--- src/rtl/countdown_pkg.sv ---
// Shared types and helpers for the countdown timer: FSM state encoding and
// the prescaler width calculation.
package countdown_pkg;

    typedef enum logic [1:0] {
        ST_IDLE  = 2'd0,
        ST_RUN   = 2'd1,
        ST_PAUSE = 2'd2,
        ST_DONE  = 2'd3
    } state_e;

    // Width of a counter spanning 0..div-1, never narrower than one bit.
    function automatic int presc_width(input int div);
        int w;
        w = $clog2(div);
        return (w < 1) ? 1 : w;
    endfunction

endpackage

--- src/rtl/tick_prescaler.sv ---
// Divides clk down to a one-cycle step strobe every TICK_DIV running cycles.
// The phase is held while run is low and restarts from zero on clear.
module tick_prescaler
    import countdown_pkg::*;
#(
    parameter int TICK_DIV = 50000000
) (
    input  logic clk,
    input  logic reset_n,
    input  logic run,
    input  logic clear,
    output logic step
);

    localparam int            PW   = presc_width(TICK_DIV);
    localparam logic [PW-1:0] LAST = PW'(TICK_DIV - 1);

    logic [PW-1:0] cnt_q;
    logic [PW-1:0] cnt_d;

    always_comb begin
        step  = run && (cnt_q == LAST);
        cnt_d = cnt_q;
        if (clear) begin
            cnt_d = '0;
        end else if (run) begin
            cnt_d = (cnt_q == LAST) ? '0 : cnt_q + PW'(1);
        end
    end

    always_ff @(posedge clk or negedge reset_n) begin
        if (!reset_n) begin
            cnt_q <= '0;
        end else begin
            cnt_q <= cnt_d;
        end
    end

endmodule

--- src/rtl/countdown_timer.sv ---
// Single-clock countdown timer with pause, optional auto-reload and
// expiry signalling; count steps are gated by an internal prescaler strobe.
module countdown_timer
    import countdown_pkg::*;
#(
    parameter int WIDTH    = 8,
    parameter int TICK_DIV = 50000000
) (
    input  logic             clk,
    input  logic             reset_n,
    input  logic             load,
    input  logic [WIDTH-1:0] start_value,
    input  logic             enable,
    input  logic             auto_reload,
    output logic [WIDTH-1:0] count,
    output logic             running,
    output logic             tick,
    output logic             expired,
    output logic             done
);

    state_e           state_q, state_d;
    logic [WIDTH-1:0] count_q, count_d;
    logic [WIDTH-1:0] reload_q, reload_d;
    logic             tick_q, tick_d;
    logic             expired_q, expired_d;
    logic             presc_run;
    logic             presc_clear;
    logic             step;

    // A pausing cycle does not advance the prescaler, so the phase on resume
    // is exactly the phase seen on the last running cycle.
    assign presc_run = (state_q == ST_RUN) && enable && !load;

    tick_prescaler #(
        .TICK_DIV(TICK_DIV)
    ) u_prescaler (
        .clk    (clk),
        .reset_n(reset_n),
        .run    (presc_run),
        .clear  (presc_clear),
        .step   (step)
    );

    always_comb begin
        state_d     = state_q;
        count_d     = count_q;
        reload_d    = reload_q;
        tick_d      = 1'b0;
        expired_d   = 1'b0;
        presc_clear = 1'b0;

        if (load) begin
            count_d     = start_value;
            reload_d    = start_value;
            presc_clear = 1'b1;
            if (start_value == '0) begin
                state_d = ST_IDLE;
            end else if (enable) begin
                state_d = ST_RUN;
            end else begin
                state_d = ST_PAUSE;
            end
        end else begin
            unique case (state_q)
                ST_IDLE: begin
                    count_d = '0;
                end
                ST_RUN: begin
                    if (!enable) begin
                        state_d = ST_PAUSE;
                    end else if (step) begin
                        tick_d = 1'b1;
                        if (count_q > WIDTH'(1)) begin
                            count_d = count_q - WIDTH'(1);
                        end else begin
                            expired_d = 1'b1;
                            if (auto_reload) begin
                                count_d = reload_q;
                            end else begin
                                count_d     = '0;
                                state_d     = ST_DONE;
                                presc_clear = 1'b1;
                            end
                        end
                    end
                end
                ST_PAUSE: begin
                    if (enable) begin
                        state_d = ST_RUN;
                    end
                end
                ST_DONE: begin
                    count_d = '0;
                end
                default: begin
                    state_d = ST_IDLE;
                end
            endcase
        end
    end

    always_ff @(posedge clk or negedge reset_n) begin
        if (!reset_n) begin
            state_q   <= ST_IDLE;
            count_q   <= '0;
            reload_q  <= '0;
            tick_q    <= 1'b0;
            expired_q <= 1'b0;
        end else begin
            state_q   <= state_d;
            count_q   <= count_d;
            reload_q  <= reload_d;
            tick_q    <= tick_d;
            expired_q <= expired_d;
        end
    end

    assign count   = count_q;
    assign tick    = tick_q;
    assign expired = expired_q;
    assign running = (state_q == ST_RUN);
    assign done    = (state_q == ST_DONE);

endmodule

--- config.mk ---
export PLATFORM = sky130hd
export DESIGN_NAME = countdown_timer
export DESIGN_NICKNAME = d
export VERILOG_FILES = /design/src/rtl/countdown_pkg.sv /design/src/rtl/tick_prescaler.sv /design/src/rtl/countdown_timer.sv
export SDC_FILE = /design/constraint.sdc
export NUM_CORES = 1
export LEC_CHECK = 0
export BUFFER_PORTS_ARGS = -buffer_cell sky130_fd_sc_hd__buf_4
export CORE_MARGIN = 2
export CORE_UTILIZATION = 50
export DETAILED_ROUTE_END_ITERATION = 8
export PLACE_DENSITY = 0.73
export SETUP_SLACK_MARGIN = 0.05
export SYNTH_ARGS = -nofsm -noshare
export SYNTH_HDL_FRONTEND = slang
export SYNTH_HIERARCHICAL = 1
export SYNTH_SLANG_ARGS = --single-unit
--- constraint.sdc ---
create_clock -name clk -period 6.19 [get_ports clk]
set_clock_uncertainty 0.1 [all_clocks]
set_input_delay 1.238 -clock clk [delete_from_list [all_inputs] [get_ports clk]]
set_output_delay 1.238 -clock clk [all_outputs]
set_load 0.005 [all_outputs]
After elaboration in Yosys (flattened, before gate mapping)
Cells that the tools add are included.
{"block": "op_classes", "reduce_logical": 12, "n_lt_le_gt_ge": 1, "addsub": 2, "mux": 33, "eq_ne": 10}
{"op": "2-to-1 mux 26 bit", "n": 3}
{"op": "2-to-1 mux 8 bit", "n": 5}
{"op": "adder 26 x 1 -> 26 bit, second input constant", "n": 1}
{"op": "== test 26 bit, second input constant", "n": 1}
{"op": "2-to-1 mux 2 bit", "n": 8}
{"op": "case mux 8 bit (2 select lines)", "n": 1}
{"op": "2-to-1 mux 1 bit", "n": 15}
{"op": "> comparator 8 x 1 -> 1 bit, second input constant", "n": 1}
{"op": "logical NOT 8 bit", "n": 1}
{"op": "!= test 4 bit, second input constant", "n": 2}
{"op": "subtractor 8 x 1 -> 8 bit, second input constant", "n": 1}
{"op": "!= test 3 bit, second input constant", "n": 2}
{"op": "nonzero test 3 bit", "n": 2}
{"op": "AND reduction 5 bit", "n": 1}
{"op": "== test 2 bit, second input constant", "n": 2}
{"op": "!= test 4 x 3 -> 1 bit, second input constant", "n": 1}
{"op": "case mux 2 bit (2 select lines)", "n": 1}
{"op": "logical AND 1 bit", "n": 3}
{"op": "!= test 3 x 2 -> 1 bit, second input constant", "n": 1}
{"op": "AND reduction 3 bit", "n": 1}
{"op": "== test 2 x 1 -> 1 bit, second input constant", "n": 1}
{"op": "logical NOT 2 bit", "n": 1}
{"op": "nonzero test 2 bit", "n": 1}
{"op": "OR reduction 2 bit", "n": 1}
{"op": "logical NOT 1 bit", "n": 1}
{"block": "word_totals", "in_bits": 13, "regBits": 46}

Longest topological paths before layout
{"block": "logic_depth", "word_depth": 9, "ltp_mapped": 14, "ltp_nobuf": 12}

Cells and area by module
Netlist, hierarchy kept.
{"mod": "tick_prescaler", "cells_per_inst": 173, "instances": 1, "area_each_um2": 1551.5}
{"mod": "countdown_timer", "cells_per_inst": 147, "instances": 1, "area_each_um2": 1328.8}

Worst setup path after synthesis
No wires, ideal clock.
{"block": "synth_path", "path_kind": "input to register", "start": "input load", "end": "register u_prescaler.cnt_q[25]", "path_slack_ps": 2193, "arrival_time_ps": 3820, "cell_stages": 12, "required_time_ps": 6013, "path_buffers": 2, "cell_sequence": "buf_4 -> nand3b_1 -> inv_1 -> clkbuf_1 -> inv_1 -> nor4_1 -> nor2b_1 -> a41o_2 -> o21a_1 -> nand4_4 -> or4_1 -> a21oi_1"}
{"block": "synth_between", "elab_chain_cells": 8, "elab_cells_between_ends": 9, "cone_classes": "mux (5); reduce/logical (4)"}
{"item": "start: declaration", "line_no": "countdown_timer.sv:11", "rtl": "input logic load,"}
{"item": "logical NOT 1 bit (*)", "line_no": "countdown_timer.sv:33", "rtl": "assign presc_run = (state_q == ST_RUN) && enable && !load;"}
{"item": "logical AND 1 bit (*)", "line_no": "countdown_timer.sv:33"}
{"item": "via presc_run", "line_no": "countdown_timer.sv:27", "rtl": "logic presc_run;"}
{"item": "logical AND 1 bit (*)", "line_no": "tick_prescaler.sv:22", "rtl": "step = run && (cnt_q == LAST);"}
{"item": "via step", "line_no": "countdown_timer.sv:29", "rtl": "logic step;"}
{"item": "2-to-1 mux 1 bit (*)", "line_no": "countdown_timer.sv:72", "rtl": "end else if (step) begin"}
{"item": "2-to-1 mux 1 bit (*)", "line_no": "countdown_timer.sv:70", "rtl": "if (!enable) begin"}
{"item": "2-to-1 mux 1 bit (*)", "line_no": "countdown_timer.sv:65", "rtl": "unique case (state_q)"}
{"item": "2-to-1 mux 1 bit (*)", "line_no": "countdown_timer.sv:53", "rtl": "if (load) begin"}
{"item": "via presc_clear", "line_no": "countdown_timer.sv:28", "rtl": "logic presc_clear;"}
{"item": "2-to-1 mux 26 bit or nonzero test 2 bit (tied branches)"}
{"item": "end signal: assignment", "line_no": "tick_prescaler.sv:35", "rtl": "cnt_q <= cnt_d;"}
{"item": "end: declaration", "line_no": "tick_prescaler.sv:18", "rtl": "logic [PW-1:0] cnt_q;"}
Mark *: on every way through the listed nets, which the timed path passes. The rest lies on a longest branch.
A chain may end at the register's enable or synchronous reset.

Worst setup path in the final report
{"block": "layout_path", "start": "input load", "end": "register u_prescaler.cnt_q[19]"}
The elaborated chain is that of the path after synthesis.

==> metrics.md <==
| Metric | Value |
|---|---|
| Status | complete, no violations |
| Post-CTS resize count | 0 |
| Worst R2R Start | state_q[1] |
| Routed WL per cell | between 15 and 20 µm |
| Num CTS Buffers | 5 |
| Slew headroom | 0.301 |
| Post-DP HPWL | approximately 5000 µm |
| Number of synthesized flops with an enable pin | 0 |
| First-pass GRT wire length | 11900 µm |
| Core ar. | around 5500 µm² |
| Sequential share of the synthesized area | 0.400 |
| RSZ-0062 raised after global routing | no |
| Vias in the first global route | between 2k and 3k |
| Worst EP required | approximately 6.3 ns |
| Metal3 WL | 361 µm |
| Grt ovf | 0 |
| Die ar. | roughly 6400 µm² |
| Worst hold path cell count | 1 |
| Most numerous cell in the Yosys netlist | dfrtp_1 |
| Die Height | between 70 and 80 µm |
| Post CTS Setup Buffer Count | 0 |
| Placed Cells | 402 |
| Crit path time final | around 4.4 ns |
| Syn nets | about 340 |
| CP Launch Type | input port |
| Worst hold path type | flop to flop |
| Root buffer cell | clkbuf_8 |
| Cell taking the most area after synthesis | dfrtp_1 |
| Final Cycle Share | 0.713 |
| # setup viols final | 0 |
| M1 wire length | around 3100 µm |
| Filler cells | around 520 |
| Leak pwr | roughly 1.3 nW |
| Via count | 2610 |
| Hold Crit Endpoint | reload_q[4] |
| Most used DFF post-synth | dfrtp_1 |
| Synth cell count leaders | dfrtp_1 (46), nand2_1 (26), nor2_1 (22) |
| Final Util | 0.578 |
| Share of layout cells above drive strength 1 | 0.148 |
| RR Endpoint | u_prescaler/cnt_q[19] |
| Post-Syn Area per Cell | about 9 µm² |
| Nets | approximately 360 |
| Clock-pin slew on the worst setup and hold paths | roughly 0.090 ns |
| Final hold viol count | 0 |
| Switching part of the total | 0.356 |
| Sequential power share | 0.397 |
| Vias per cell | roughly 6.4 |
| Crit path kind | input port to flop |
| Final Non-Filler Cells | between 400 and 500 |
| Pins Over Slew Limit | 0 |
| Gate count after technology mapping | 320 |
| Diode count | 0 |
| TritonRoute pass-1 iters | 4 |
| Worst ir drop on vdd | 0.000125 V |
| Rows | 27 |
| Ys async rst share | 1.00 |
| CP Capture Type | flop |
| GPL Wtd Cong | between 0.9 and 1 |
| Pwr per Cell Area | roughly 310 nW/µm² |
| GR Util All Layers | 0.234 |
| Clock Power Share | 0.273 |
| DRT Wirelength | between 7000 and 8000 µm |
| Worst-Margin Slew | around 1.0 ns |
| Clock Sink Count | 46 |
| Final worst setup slack | about 1.8 ns |
| Comb pwr share | 0.330 |
| Metal2 WL | 3510 µm |
| Worst-case reg-to-reg path depth | 12 |
| Setup WS pre-CTS | 1.53 ns |
| Clock Tree Buf Depth | 2 |
| Initial antenna violation count | 0 |
| Hold Startpoint | reload_q[4] |
| Max Used Layer | met4 |
| Synth warn | 6 |
| Initial core utilization | 0.520 |
| # DRC | 0 |
| Worst-skew pair later-pin latency | between 0.3 and 0.4 ns |
| Mapped Area | 2880 µm² |
| Yosys reg bits | 46 |
| Hold slack | 0.424 ns |
| CP Data Arrival Time | about 4.5 ns |
| Post-CTS Hold Buffers | 0 |
| TritonCTS clock tree | done |
| Top post-synthesis cells by area | dfrtp_1 (40%), nand2_1 (3.4%), a21oi_1 (3.1%) |
| Ports | 25 |
| Setup tns final | 0 ns |
| H-tree Lvls | 2 |
| Largest net degree at the start of global routing | 47 |
| Die W | between 70 and 80 µm |
| Starting DRT DRC Count | 132 |
| Psw | between 0.3 and 0.4 mW |
| Yosys cell types | 61 |
| Post-synth top area share | 0.400 |
| Routed Antenna Nets | 0 |
| Area Growth Syn to Fin | 11.1% |
| FF-to-FF setup slack | 2.17 ns |
| Maxcap violations | 0 |
| CP max FO | 28 |
| Internal Power | roughly 0.65 mW |
| IO Port Bufs | 24 |
| Max Freq | around 230 MHz |
[critical path: stages]
cell,delay [ns]
buf_4,0.20
nand3b_1,0.20
inv_1,0.30
inv_1,0.13
nor4_1,0.56
nor2b_1,0.25
a41o_2,0.37
o21a_1,0.30
nand4_4,0.24
or4_1,0.56
a21oi_1,0.17
[metal layers]
| metal | GRT usage | vias to the layer above |
|---|---|---|
| met5 | 0 | - |
| li1 | - | 1243 |
| met3 | 0.0407 | 13 |
| met1 | 0.297 | 1268 |
| met2 | 0.401 | 86 |
| met4 | 0.0780 | 0 |
[cells by family after synthesis]
logic type,after synthesis,synth area share
adder cells (fa/ha/maj),6,0.0261
flip-flops,46,0.400
multiplexers,1,0.00391
AO/OA/AOI/OAI,83,0.202
buffers and inverters,34,0.0565
XOR/XNOR,9,0.0274
AND/OR/NAND/NOR,141,0.285
[sequential cells by signal, summed over array words and instances, names as in the netlist]
name and cells:
u_prescaler/cnt_q 26, count 8, reload_q 8, state_q 2
expired 1, tick 1
[stage by stage]
stage	power, mW	cell area [µm²]
after floorplan	0.617	2880
after global placement	0.723	3060
after detailed placement	0.729	3060
after CTS	1.00	3200
after global routing	1.06	3200
final	1.00	3200
[cell usage in the layout, fill, tap and decap left out, types with 6 or more instances in the layout]
master   count
a31oi_1      7
nand3_1     12
xor2_1       6
ha_1         6
inv_1       20
nand2_1     26
buf_4       24
nor2_1      22
and3_1       7
or3_1        9
or4_1        9
a21oi_1     18
and2_1       6
nor3_1       6
nor4_1       9
nand4_1     14
o21ai_0     18
dfrtp_1     46
o31ai_1     10
[power groups by stage]
stage / clock network (mW) / logic (mW) / registers, mW
2_1_floorplan: 0 / 0.239 / 0.377
4_1_cts: 0.277 / 0.329 / 0.396
3_3_place_gp: 0 / 0.323 / 0.400
5_1_grt: 0.285 / 0.372 / 0.404
6_report: 0.274 / 0.330 / 0.398
3_5_place_dp: 0 / 0.327 / 0.402
[area by class of cell]
cell class	instances	area (µm²)	area share
clock inverters	3	68.8	0.0215
clock buffers	5	68.8	0.0215
repair buffers	24	180	0.0563
flip-flops and latches	46	1150	0.360
well taps	72	90.1	0.0281
multi-input cells	240	1570	0.489
inverters	20	75.1	0.0235
[worst max-delay path by stage]
stage                                  to  startpoint  slack [ns]  cells past startpoint
global route        u_prescaler/cnt_q[21]        load        1.52                     11
finish              u_prescaler/cnt_q[19]        load        1.78                     11
detailed placement  u_prescaler/cnt_q[19]        load        1.53                     11
CTS                 u_prescaler/cnt_q[19]        load        1.82                     11
global placement    u_prescaler/cnt_q[23]        load        1.78                     11
floorplan           u_prescaler/cnt_q[25]        load        2.19                     12
No activity file was read; power rests on OpenSTA's default activity.
